File: config.mk
export PLATFORM = sky130hd
export DESIGN_NAME = fp_dot_product_chunk_sequencer_flat
export DESIGN_NICKNAME = d
export VERILOG_FILES = /design/src/rtl/fp_dot_product_chunk_sequencer_if.sv /design/src/rtl/fp_dot_product_chunk_sequencer.sv /design/src/flat_wrapper.sv
export SDC_FILE = /design/constraint.sdc
export NUM_CORES = 1
export LEC_CHECK = 0
export ABC_AREA = 1
export CORE_AREA = 2 2 298 300
export CTS_CLUSTER_SIZE = 20
export DETAILED_ROUTE_END_ITERATION = 10
export DIE_AREA = 0 0 300 302
export PLACE_DENSITY = 0.31
export REMOVE_ABC_BUFFERS = 1
export SETUP_SLACK_MARGIN = 0.15
export SYNTH_ARGS = -nofsm -noshare
export SYNTH_HDL_FRONTEND = slang
export SYNTH_SLANG_ARGS = --single-unit
File: constraint.sdc
create_clock -name clk -period 3.47 [get_ports clk]
set_input_delay 0.347 -clock clk [delete_from_list [all_inputs] [get_ports clk]]
set_output_delay 0.347 -clock clk [all_outputs]
set_load 0.02 [all_outputs]
File: src/rtl/fp_dot_product_chunk_sequencer_if.sv
// Bundle between the dot-product chunk sequencer, its operand memories and the ALU.
// Latency: none, wires only.
// Backpressure: none; the ALU answers through alu_valid, memories answer one cycle after mem_rd_en.
interface fp_dot_product_chunk_sequencer_if #(
    parameter int WIDTH      = 32,
    parameter int NUM_INPUTS = 5,
    parameter int MAX_LEN    = 170,
    parameter int LEN_WIDTH  = $clog2(MAX_LEN + 1),
    parameter int ADDR_WIDTH = (((MAX_LEN + NUM_INPUTS - 1) / NUM_INPUTS) > 1) ?
                               $clog2((MAX_LEN + NUM_INPUTS - 1) / NUM_INPUTS) : 1
);
    logic                          start;
    logic [LEN_WIDTH-1:0]          len;
    logic                          busy;
    logic                          done;
    logic [WIDTH-1:0]              result;
    logic                          mem_rd_en;
    logic [ADDR_WIDTH-1:0]         mem_addr;
    logic [WIDTH*NUM_INPUTS-1:0]   mem_a_data;
    logic [WIDTH*NUM_INPUTS-1:0]   mem_b_data;
    logic [WIDTH*NUM_INPUTS-1:0]   alu_a;
    logic [WIDTH*NUM_INPUTS-1:0]   alu_b;
    logic [WIDTH-1:0]              alu_c;
    logic [NUM_INPUTS-1:0]         alu_enable;
    logic                          alu_ready;
    logic                          alu_mode;
    logic [WIDTH-1:0]              alu_out;
    logic                          alu_valid;

    // Environment side: requester, operand memories and the ALU.
    modport master (
        output start, len, mem_a_data, mem_b_data, alu_out, alu_valid,
        input  busy, done, result, mem_rd_en, mem_addr,
               alu_a, alu_b, alu_c, alu_enable, alu_ready, alu_mode
    );

    // Sequencer side.
    modport slave (
        input  start, len, mem_a_data, mem_b_data, alu_out, alu_valid,
        output busy, done, result, mem_rd_en, mem_addr,
               alu_a, alu_b, alu_c, alu_enable, alu_ready, alu_mode
    );
endinterface

File: src/rtl/fp_dot_product_chunk_sequencer.sv
// Splits a len-element FP dot product into NUM_INPUTS-wide chunks, feeding the partial sum back via alu_c.
// Latency: nchunks*(L+3)+1 cycles from accepted start to done (L = ALU latency); len=0 finishes in 1 cycle.
// Backpressure: one chunk in flight; start is ignored while busy, alu_valid is only honoured in WAIT.
// Option FP_CHUNK_SEQ_ZERO_MASKED_LANES_EN: force disabled alu_a/alu_b lanes to zero.
module fp_dot_product_chunk_sequencer #(
    parameter int WIDTH      = 32,
    parameter int NUM_INPUTS = 5,
    parameter int MAX_LEN    = 170,
    parameter int LEN_WIDTH  = $clog2(MAX_LEN + 1),
    parameter int ADDR_WIDTH = (((MAX_LEN + NUM_INPUTS - 1) / NUM_INPUTS) > 1) ?
                               $clog2((MAX_LEN + NUM_INPUTS - 1) / NUM_INPUTS) : 1
) (
    input logic clk,
    input logic rst,
    fp_dot_product_chunk_sequencer_if.slave bus
);
    // k runs up to nchunks, one past the last chunk address.
    localparam int CNT_WIDTH = ADDR_WIDTH + 1;
    localparam int SUM_WIDTH = $clog2(MAX_LEN + NUM_INPUTS);

    typedef enum logic [2:0] {IDLE, FETCH, ISSUE, WAIT, DONE} state_t;

    state_t                      state;
    state_t                      state_nx;
    logic [CNT_WIDTH-1:0]        nchunks;
    logic [CNT_WIDTH-1:0]        k;
    logic [CNT_WIDTH-1:0]        k_inc;
    logic [CNT_WIDTH-1:0]        nchunks_calc;
    logic [SUM_WIDTH-1:0]        len_sum;
    logic [LEN_WIDTH-1:0]        last_lane;
    logic [NUM_INPUTS-1:0]       mask_calc;
    logic [NUM_INPUTS-1:0]       last_mask;
    logic [NUM_INPUTS-1:0]       enable;
    logic [WIDTH-1:0]            acc;
    logic [WIDTH-1:0]            result_q;
    logic [WIDTH*NUM_INPUTS-1:0] alu_a_w;
    logic [WIDTH*NUM_INPUTS-1:0] alu_b_w;
    logic [ADDR_WIDTH-1:0]       addr;
    logic                        more;
    logic                        busy;
    logic                        done;
    logic                        rd_en;
    logic                        ready;

    // Decode len at start: chunk count and the lane mask of the final, possibly partial, chunk.
    always_comb begin
        len_sum      = SUM_WIDTH'(bus.len) + SUM_WIDTH'(NUM_INPUTS - 1);
        nchunks_calc = CNT_WIDTH'(len_sum / SUM_WIDTH'(NUM_INPUTS));
        // Highest live lane of the last chunk; meaningless for len=0, which never issues.
        last_lane    = (bus.len - LEN_WIDTH'(1)) % LEN_WIDTH'(NUM_INPUTS);
        mask_calc    = '0;
        for (int i = 0; i < NUM_INPUTS; i++) begin
            mask_calc[i] = (LEN_WIDTH'(i) <= last_lane);
        end
    end

    assign k_inc = k + CNT_WIDTH'(1);
    assign more  = (k_inc < nchunks);

    // State register.
    always_ff @(posedge clk) begin
        if (!rst) begin
            state <= IDLE;
        end else begin
            state <= state_nx;
        end
    end

    // Next state and per-state strobes.
    always_comb begin
        state_nx = state;
        busy     = 1'b1;
        done     = 1'b0;
        rd_en    = 1'b0;
        addr     = '0;
        ready    = 1'b0;
        enable   = '0;
        case (state)
            IDLE: begin
                busy = 1'b0;
                if (bus.start) begin
                    state_nx = (bus.len == '0) ? DONE : FETCH;
                end
            end
            FETCH: begin
                rd_en    = 1'b1;
                addr     = k[ADDR_WIDTH-1:0];
                state_nx = ISSUE;
            end
            ISSUE: begin
                ready    = 1'b1;
                enable   = more ? '1 : last_mask;
                state_nx = WAIT;
            end
            WAIT: begin
                if (bus.alu_valid) begin
                    state_nx = more ? FETCH : DONE;
                end
            end
            DONE: begin
                done     = 1'b1;
                state_nx = IDLE;
            end
            default: state_nx = IDLE;
        endcase
    end

    // Chunk counter, running sum and result register.
    always_ff @(posedge clk) begin
        if (!rst) begin
            nchunks   <= '0;
            k         <= '0;
            last_mask <= '0;
            acc       <= '0;
            result_q  <= '0;
        end else begin
            case (state)
                IDLE: begin
                    if (bus.start) begin
                        nchunks   <= nchunks_calc;
                        last_mask <= mask_calc;
                        k         <= '0;
                        acc       <= '0;
                        if (bus.len == '0) begin
                            result_q <= '0;
                        end
                    end
                end
                WAIT: begin
                    if (bus.alu_valid) begin
                        acc <= bus.alu_out;
                        k   <= k_inc;
                        // Capture on the way into DONE so result is valid alongside done.
                        if (!more) begin
                            result_q <= bus.alu_out;
                        end
                    end
                end
                default: ;
            endcase
        end
    end

`ifdef FP_CHUNK_SEQ_ZERO_MASKED_LANES_EN
    // Zero disabled lanes so NaN/Inf memory contents never reach the multipliers.
    always_comb begin
        alu_a_w = bus.mem_a_data;
        alu_b_w = bus.mem_b_data;
        for (int i = 0; i < NUM_INPUTS; i++) begin
            if (!enable[i]) begin
                alu_a_w[WIDTH*i +: WIDTH] = '0;
                alu_b_w[WIDTH*i +: WIDTH] = '0;
            end
        end
    end
`else
    // Memory data goes straight through; alu_enable alone masks lanes.
    always_comb begin
        alu_a_w = bus.mem_a_data;
        alu_b_w = bus.mem_b_data;
    end
`endif

    assign bus.busy       = busy;
    assign bus.alu_mode   = busy;
    assign bus.done       = done;
    assign bus.result     = result_q;
    assign bus.mem_rd_en  = rd_en;
    assign bus.mem_addr   = addr;
    assign bus.alu_ready  = ready;
    assign bus.alu_enable = enable;
    assign bus.alu_c      = acc;
    assign bus.alu_a      = alu_a_w;
    assign bus.alu_b      = alu_b_w;
endmodule

File: src/flat_wrapper.sv
// flat-port wrapper written by rule: the top's interface ports become plain ports
module fp_dot_product_chunk_sequencer_flat 
#(
    parameter int WIDTH      = 32,
    parameter int NUM_INPUTS = 5,
    parameter int MAX_LEN    = 170,
    parameter int LEN_WIDTH  = $clog2(MAX_LEN + 1),
    parameter int ADDR_WIDTH = (((MAX_LEN + NUM_INPUTS - 1) / NUM_INPUTS) > 1) ?
                               $clog2((MAX_LEN + NUM_INPUTS - 1) / NUM_INPUTS) : 1
)
  (clk, rst, bus_start, bus_len, bus_mem_a_data, bus_mem_b_data, bus_alu_out, bus_alu_valid, bus_busy, bus_done, bus_result, bus_mem_rd_en, bus_mem_addr, bus_alu_a, bus_alu_b, bus_alu_c, bus_alu_enable, bus_alu_ready, bus_alu_mode);
  fp_dot_product_chunk_sequencer_if #(.WIDTH(WIDTH), .NUM_INPUTS(NUM_INPUTS), .MAX_LEN(MAX_LEN), .LEN_WIDTH(LEN_WIDTH), .ADDR_WIDTH(ADDR_WIDTH)) bus_i ();
  input logic clk;
  input logic rst;
  input wire logic [$bits(bus_i.start)-1:0] bus_start;
  input wire logic [$bits(bus_i.len)-1:0] bus_len;
  input wire logic [$bits(bus_i.mem_a_data)-1:0] bus_mem_a_data;
  input wire logic [$bits(bus_i.mem_b_data)-1:0] bus_mem_b_data;
  input wire logic [$bits(bus_i.alu_out)-1:0] bus_alu_out;
  input wire logic [$bits(bus_i.alu_valid)-1:0] bus_alu_valid;
  output wire logic [$bits(bus_i.busy)-1:0] bus_busy;
  output wire logic [$bits(bus_i.done)-1:0] bus_done;
  output wire logic [$bits(bus_i.result)-1:0] bus_result;
  output wire logic [$bits(bus_i.mem_rd_en)-1:0] bus_mem_rd_en;
  output wire logic [$bits(bus_i.mem_addr)-1:0] bus_mem_addr;
  output wire logic [$bits(bus_i.alu_a)-1:0] bus_alu_a;
  output wire logic [$bits(bus_i.alu_b)-1:0] bus_alu_b;
  output wire logic [$bits(bus_i.alu_c)-1:0] bus_alu_c;
  output wire logic [$bits(bus_i.alu_enable)-1:0] bus_alu_enable;
  output wire logic [$bits(bus_i.alu_ready)-1:0] bus_alu_ready;
  output wire logic [$bits(bus_i.alu_mode)-1:0] bus_alu_mode;
  assign bus_i.start = bus_start;
  assign bus_i.len = bus_len;
  assign bus_i.mem_a_data = bus_mem_a_data;
  assign bus_i.mem_b_data = bus_mem_b_data;
  assign bus_i.alu_out = bus_alu_out;
  assign bus_i.alu_valid = bus_alu_valid;
  assign bus_busy = bus_i.busy;
  assign bus_done = bus_i.done;
  assign bus_result = bus_i.result;
  assign bus_mem_rd_en = bus_i.mem_rd_en;
  assign bus_mem_addr = bus_i.mem_addr;
  assign bus_alu_a = bus_i.alu_a;
  assign bus_alu_b = bus_i.alu_b;
  assign bus_alu_c = bus_i.alu_c;
  assign bus_alu_enable = bus_i.alu_enable;
  assign bus_alu_ready = bus_i.alu_ready;
  assign bus_alu_mode = bus_i.alu_mode;
  fp_dot_product_chunk_sequencer #(.WIDTH(WIDTH), .NUM_INPUTS(NUM_INPUTS), .MAX_LEN(MAX_LEN), .LEN_WIDTH(LEN_WIDTH), .ADDR_WIDTH(ADDR_WIDTH)) u_core (.clk(clk), .rst(rst), .bus(bus_i));
endmodule
### Yosys cells after proc, flatten, opt, wreduce, memory -nomap -nowiden

Index checks and enable logic that the tools add are counted.
Widths: inputs -> output; s select.

| word-level totals | value |
|---|---|
| input bits | 364 |
| output and inout bits | 400 |
| register bits | 86 |

| cells by class | value |
|---|---|
| mux-type cells | 23 |
| magnitude comparators | 6 |
| equality and inequality tests | 8 |
| $add $sub $neg | 3 |
| divide/modulo/power cells | 2 |
| reductions and logical operators | 7 |

Operators by type and width:

| operator | number |
|---|---|
| $mux 32 | 6 |
| $pmux 32 s2 | 2 |
| $le 1x8->1 const A | 2 |
| $le 2x8->1 const A | 2 |
| $mux 7 | 2 |
| $pmux 7 s2 | 1 |
| $mux 3 | 4 |
| $pmux 3 s4 | 1 |
| $mux 5 | 2 |
| $add 8x3->8 const B | 1 |
| $div 8x3->8 const B | 1 |
| $le 3x8->1 const A | 1 |
| $logic_not 8->1 | 1 |
| $mod 8x3->8 const B | 1 |
| $sub 8x1->8 const B | 1 |
| $add 7x1->7 const B | 1 |
| $lt 7x7->1 | 1 |
| $eq 3x2->1 const B | 2 |
| $mux 6 | 1 |
| $ne 2x2->1 const B | 3 |
| $reduce_and 5->1 | 1 |
| $mux 1 | 4 |
| $reduce_and 2->1 | 2 |
| $eq 3x1->1 const B | 1 |
| other kinds (5) | 5 |

### Depth between registers and ports, before layout

| depth | value |
|---|---|
| depth after elaboration | 5 |
| gate-level depth with buffers | 41 |

### Worst setup path before layout

OpenSTA, ideal clock, no wires.

| timing | value |
|---|---|
| path type | input-to-reg |
| start | in bus_len[2] |
| end | reg u_core.last_mask[1] |
| buffers on the path | 1 |
| path slack | -338 ps |
| cell stages on the path | 37 |
| library setup time | 109 ps |
| data arrival time | 3699 ps |
| cells stage by stage | buf_6 -> inv_1 -> ha_1 -> nand2_2 -> nand2_2 -> xor2_2 -> inv_1 -> nand4_1 -> nand2_1 -> nand2_2 -> nand3_2 -> nand2_2 -> nand2_2 -> a21oi_2 -> nand2_2 -> nand2_2 -> nand2_1 -> nand2_1 -> inv_2 -> ha_1 -> inv_1 -> nand3_1 -> nand2_2 -> nand3_4 -> nand2_1 -> nand2_1 -> inv_1 -> ha_1 -> inv_1 -> nand2_1 -> nand2_1 -> clkinv_1 -> nand4_1 -> nand2_1 -> nand3_1 -> nand2_1 -> inv_1 |

| between the ends | value |
|---|---|
| word-level cells in the longest chain between the ends | 3 |

RTL lines:

| what | RTL line | source |
|---|---|---|
| start: declaration | flat_wrapper.sv:16 | `input wire logic [$bits(bus_i.len)-1:0] bus_len;` |
| $sub 8x1->8 | fp_dot_product_chunk_sequencer.sv:50 | `last_lane = (bus.len - LEN_WIDTH'(1)) % LEN_WIDTH'(NUM_INPUTS);` |
| $mod 8x3->8 | fp_dot_product_chunk_sequencer.sv:50 |  |
| $le 1x8->1 | fp_dot_product_chunk_sequencer.sv:53 | `mask_calc[i] = (LEN_WIDTH'(i) <= last_lane);` |
| end signal: assignment | fp_dot_product_chunk_sequencer.sv:121 | `last_mask <= mask_calc;` |
| end: declaration | fp_dot_product_chunk_sequencer.sv:32 | `logic [NUM_INPUTS-1:0] last_mask;` |

No other way between the ends.
A chain may end at the register's enable or synchronous reset.

### Worst setup path in the final report

Same ends and word-level chain as after synthesis.

==> metrics.md <==
| Metric | Value |
|---|---|
| Worst slack at placement | -0.8840 ns |
| FF-to-FF setup slack | 0.59 ns |
| Final Critical Period | 3.373 ns |
| Global-route wire length before repair | 158.3 mm |
| Via/cell ratio | 3.600 |
| Post-DP HPWL | 137.4 mm |
| Syn_area_per_cell | 6.826 um^2 |
| Syn Std Cell Area | 0.007481 mm^2 |
| Reg-to-reg endpoint | u_core.bus.result[11] |
| Later-pin clock latency in the skew report | 0.38 ns |
| Worst Hold Endpoint | u_core.bus.alu_c[30] |
| Sequential share of power | 0.230 |
| Worst r2r src | u_core.k[3] |
| Total negative slack | 0 ns |
| Number of synthesized flops with an enable pin | 0 |
| FILL cells | 10230 |
| I/O pin total | 764 |
| Reg2Reg Depth | 15 |
| Slew Viols, Final | 0 |
| Rel. slew slack | 0.5922 |
| Mux cell area share after synthesis | 0 |
| Synth Area in XOR/XNOR | 0.01856 |
| RSZ-0062 raised after global routing | true |
| Die Y | 302 um |
| Drt drc | 0 |
| Setup CP Type | primary input to flip-flop |
| Tot Pwr | 5.158 mW |
| IO Port Bufs | 123 |
| Overall routing resource usage | 0.3086 |
| Final core occ | 0.1084 |
| Yosys warns | 0 |
| CP Launch Type | primary input |
| CTS tree | built |
| Post-DP Area | 0.008408 mm^2 |
| Top_reg_cell synth | dfxtp_1 |
| Fraction of layout cells with a size suffix above 1 | 0.2892 |
| Pin count of the biggest net entering global routing | 39 |
| Switching Fraction | 0.4521 |
| Root cell of the clock tree | clkbuf_16 |
| Die area | 0.09060 mm^2 |
| Synth Register Bits | 85 |
| Die X | 300 um |
| NumNets Final | 1407 |
| Synth Area in Adders | 0.03512 |
| RD Place Congestion | 1.174 |
| Period utilization | 0.9720 |
| Grt ovf | 0 |
| Area fraction in and, or, nand and nor cells after synthesis | 0.2321 |
| Hold_sp | u_core.bus.alu_c[30] |
| Final ANT Viol Nets | 0 |
| Post-Layout Inst Area | 0.009489 mm^2 |
| Starting Density | 0.08544 |
| Rows | 109 |
| Sequential area share after synthesis | 0.2275 |
| DR iter-0 viols | 739 |
| Vias in the first global route | 6518 |
| Final Hold Viols | 0 |
| H-tree levels | 3 |
| Clock skew | 0.01343 ns |
| CP max stage cell | o211ai_1 |
| Status | completed |
| Core Region | 0.08756 mm^2 |
| Num CTS Buffers | 9 |
| Asr flop ratio synth | 0 |
| Hold Path Class | flip-flop to flip-flop |
| Clock share of power | 0.214 |
| Logic gate share of total power | 0.556 |
| DR WL/cell | 65.78 um |
| Clock sinks | 85 |
| Max-Cap Viols | 0 |
| Routed Wire Length | 144.3 mm |
| Largest family of logic cells by synthesized area | buffers and inverters |
| Clock Pin Slew Worst Setup and Hold Paths | 0.08 ns |
| PwrDens | 543.5 mW/mm^2 |
| VDD IR max | 0.2689 mV |
| Netlist cell types | 42 |
| Initial antenna violation count | 3 |
| Hold depth | 2 |
| Int Pwr | 2.826 mW |
| Fmax achieved | 0.2965 GHz |
| Top cell by count, worst path | buf_4 |
| Compound-Gate Fraction of Synth Area | 0.09617 |
| Synth-to-Final Area Change | 26.84% |
| Worst endpoint required time | 3.74 ns |
| Setup ws final | 0.09702 ns |
| Post-synthesis cell count | 1096 |
| Final setup viols | 0 |
| Drt pass-1 iters | 5 |
| Leak pwr | 3.735 nW |
| Clock Path Buffers | 2 |
| Sw Pwr | 2.332 mW |
| Critical Path AT | 3.65 ns |
| Slew @ Worst Pin | 0.6097 ns |
| Worst-path maximum fanout | 6 |
| Max incr delay on CP | 0.22 ns |
| Crit. End Element | flip-flop |
| Total number of vias | 7895 |
[state kept, by name (all words and copies together) (netlist names)]
signal and cells:
u_core.k 7, u_core.last_mask 5, u_core.bus.alu_c 32, u_core.state 3
u_core.bus.result 32, u_core.nchunks 6
[cells in the mapped netlist (2+ instances only)]
master,number,area [um^2]
buf_4,321,2410
nand2_1,184,690.7
nor2_1,92,345.3
inv_1,90,337.8
dfxtp_1,85,1702
a21oi_1,79,395.4
nand3_1,43,215.2
o21ai_0,35,175.2
clkbuf_1,26,97.59
nand2_2,26,162.7
ha_1,21,262.8
nand4_1,20,125.1
inv_2,12,45.04
xor2_1,12,105.1
nand3_2,7,70.07
nor3_1,6,30.03
o21ai_1,5,25.02
a21oi_2,3,26.28
a31oi_1,2,12.51
buf_6,2,22.52
nor2_4,2,22.52
o21ai_2,2,17.52
xnor2_1,2,17.52
[layout by cell type, fill, tap and decap left out, drive strengths merged]
master,synthesis,layout
xor2,13,13
dlygate4sd2,0,1
bufinv,0,1
nor3b,1,1
clkdlybuf4s50,0,110
ha,21,21
inv,102,105
o31ai,1,1
a22oi,1,1
a21o,1,1
nor3,6,6
nor2,95,95
o221ai,1,1
clkinv,1,4
a31oi,2,2
diode,0,1
o21a,1,1
xnor2,2,2
buf,324,149
o2111ai,1,1
nand4,21,21
or4,1,1
a21oi,82,82
clkbuf,26,14
o211ai,2,2
o21ai,42,42
or2,2,2
dfxtp,85,85
nand3,51,51
nand2,211,211
[cell families (layout without fill, tap and decap cells)]
logic type	count (synthesis)	count (layout)
xor gates and xnor gates	15	15
and+or+nand+nor	388	388
other	0	1
adders and majority gates	21	21
AOI/OAI and AO/OA	134	134
buffers and inverters	453	384
DFF	85	85
[metal layers]
metal | up-vias | wire, um | track usage | part of all wire
li1 | 2974 | - | - | -
met1 | 3345 | 14200 | 0.07930 | 0.098
met2 | 1394 | 71060 | 0.5399 | 0.49
met3 | 146 | 46220 | 0.4791 | 0.32
met4 | 36 | 10360 | 0.1806 | 0.072
met5 | - | 2408 | 0.1827 | 0.017
[worst max-delay path, delay by kind of cell]
| family | cells | cell delay [ns] |
|---|---|---|
| AOI/OAI and AO/OA | 2 | 0.38 |
| buffers and inverters | 12 | 1.12 |
| adders and majority gates | 1 | 0.16 |
| and+or+nand+nor | 17 | 1.63 |
[stage by stage]
stage / hold WS [ns] / std cells
6_report: 0.4670 / 2193
3_5_place_dp: 0.4516 / 2132
4_1_cts: 0.4648 / 2183
5_1_grt: 0.4728 / 2192
3_3_place_gp: 0.4461 / 2132
2_1_floorplan: 0.4358 / 746
[final cells by class]
| cell class | instances | area (um^2) | share of cell area |
|---|---|---|---|
| timing repair buffer | 265 | 2371 | 0.2499 |
| clock inverter | 7 | 81.33 | 0.008571 |
| multi-input combinational | 558 | 3243 | 0.3418 |
| clock buffer | 9 | 225.2 | 0.02373 |
| antenna | 1 | 2.502 | 0.0002637 |
| inverter | 103 | 402.9 | 0.04246 |
| sequential | 85 | 1705 | 0.1797 |
| tap | 1165 | 1458 | 0.1536 |
[power by group through the flow]
stage               clock network (mW)  logic [mW]  registers, mW
CTS                               1.12        2.74           1.19
detailed placement                   0        2.62           1.21
global route                      1.15        3.12           1.20
global placement                     0        2.62           1.21
floorplan                            0        1.16           1.29
finish                            1.10        2.87           1.19
[worst max-delay path by stage]
stage | startpoint | end | slack [ns]
6_report | bus_len[2] | u_core.last_mask[1] | 0.1
5_1_grt | bus_len[0] | u_core.last_mask[1] | -0.14
4_1_cts | bus_len[1] | u_core.last_mask[1] | 0.11
3_5_place_dp | bus_len[0] | u_core.last_mask[1] | -0.88
3_3_place_gp | bus_len[4] | u_core.nchunks[0] | -0.87
2_1_floorplan | u_core.state[0] | u_core.bus.result[1] | -1.72
[timing repair]
action                                  in CTS  in global routing
buffers inserted                            35                  9
pin swaps                                   24                 48
hold buffers                                 0                  0
endpoints found under the setup margin      12                 11
resized for setup                           71                109
Note: power is estimated with default switching activity, not from simulation.
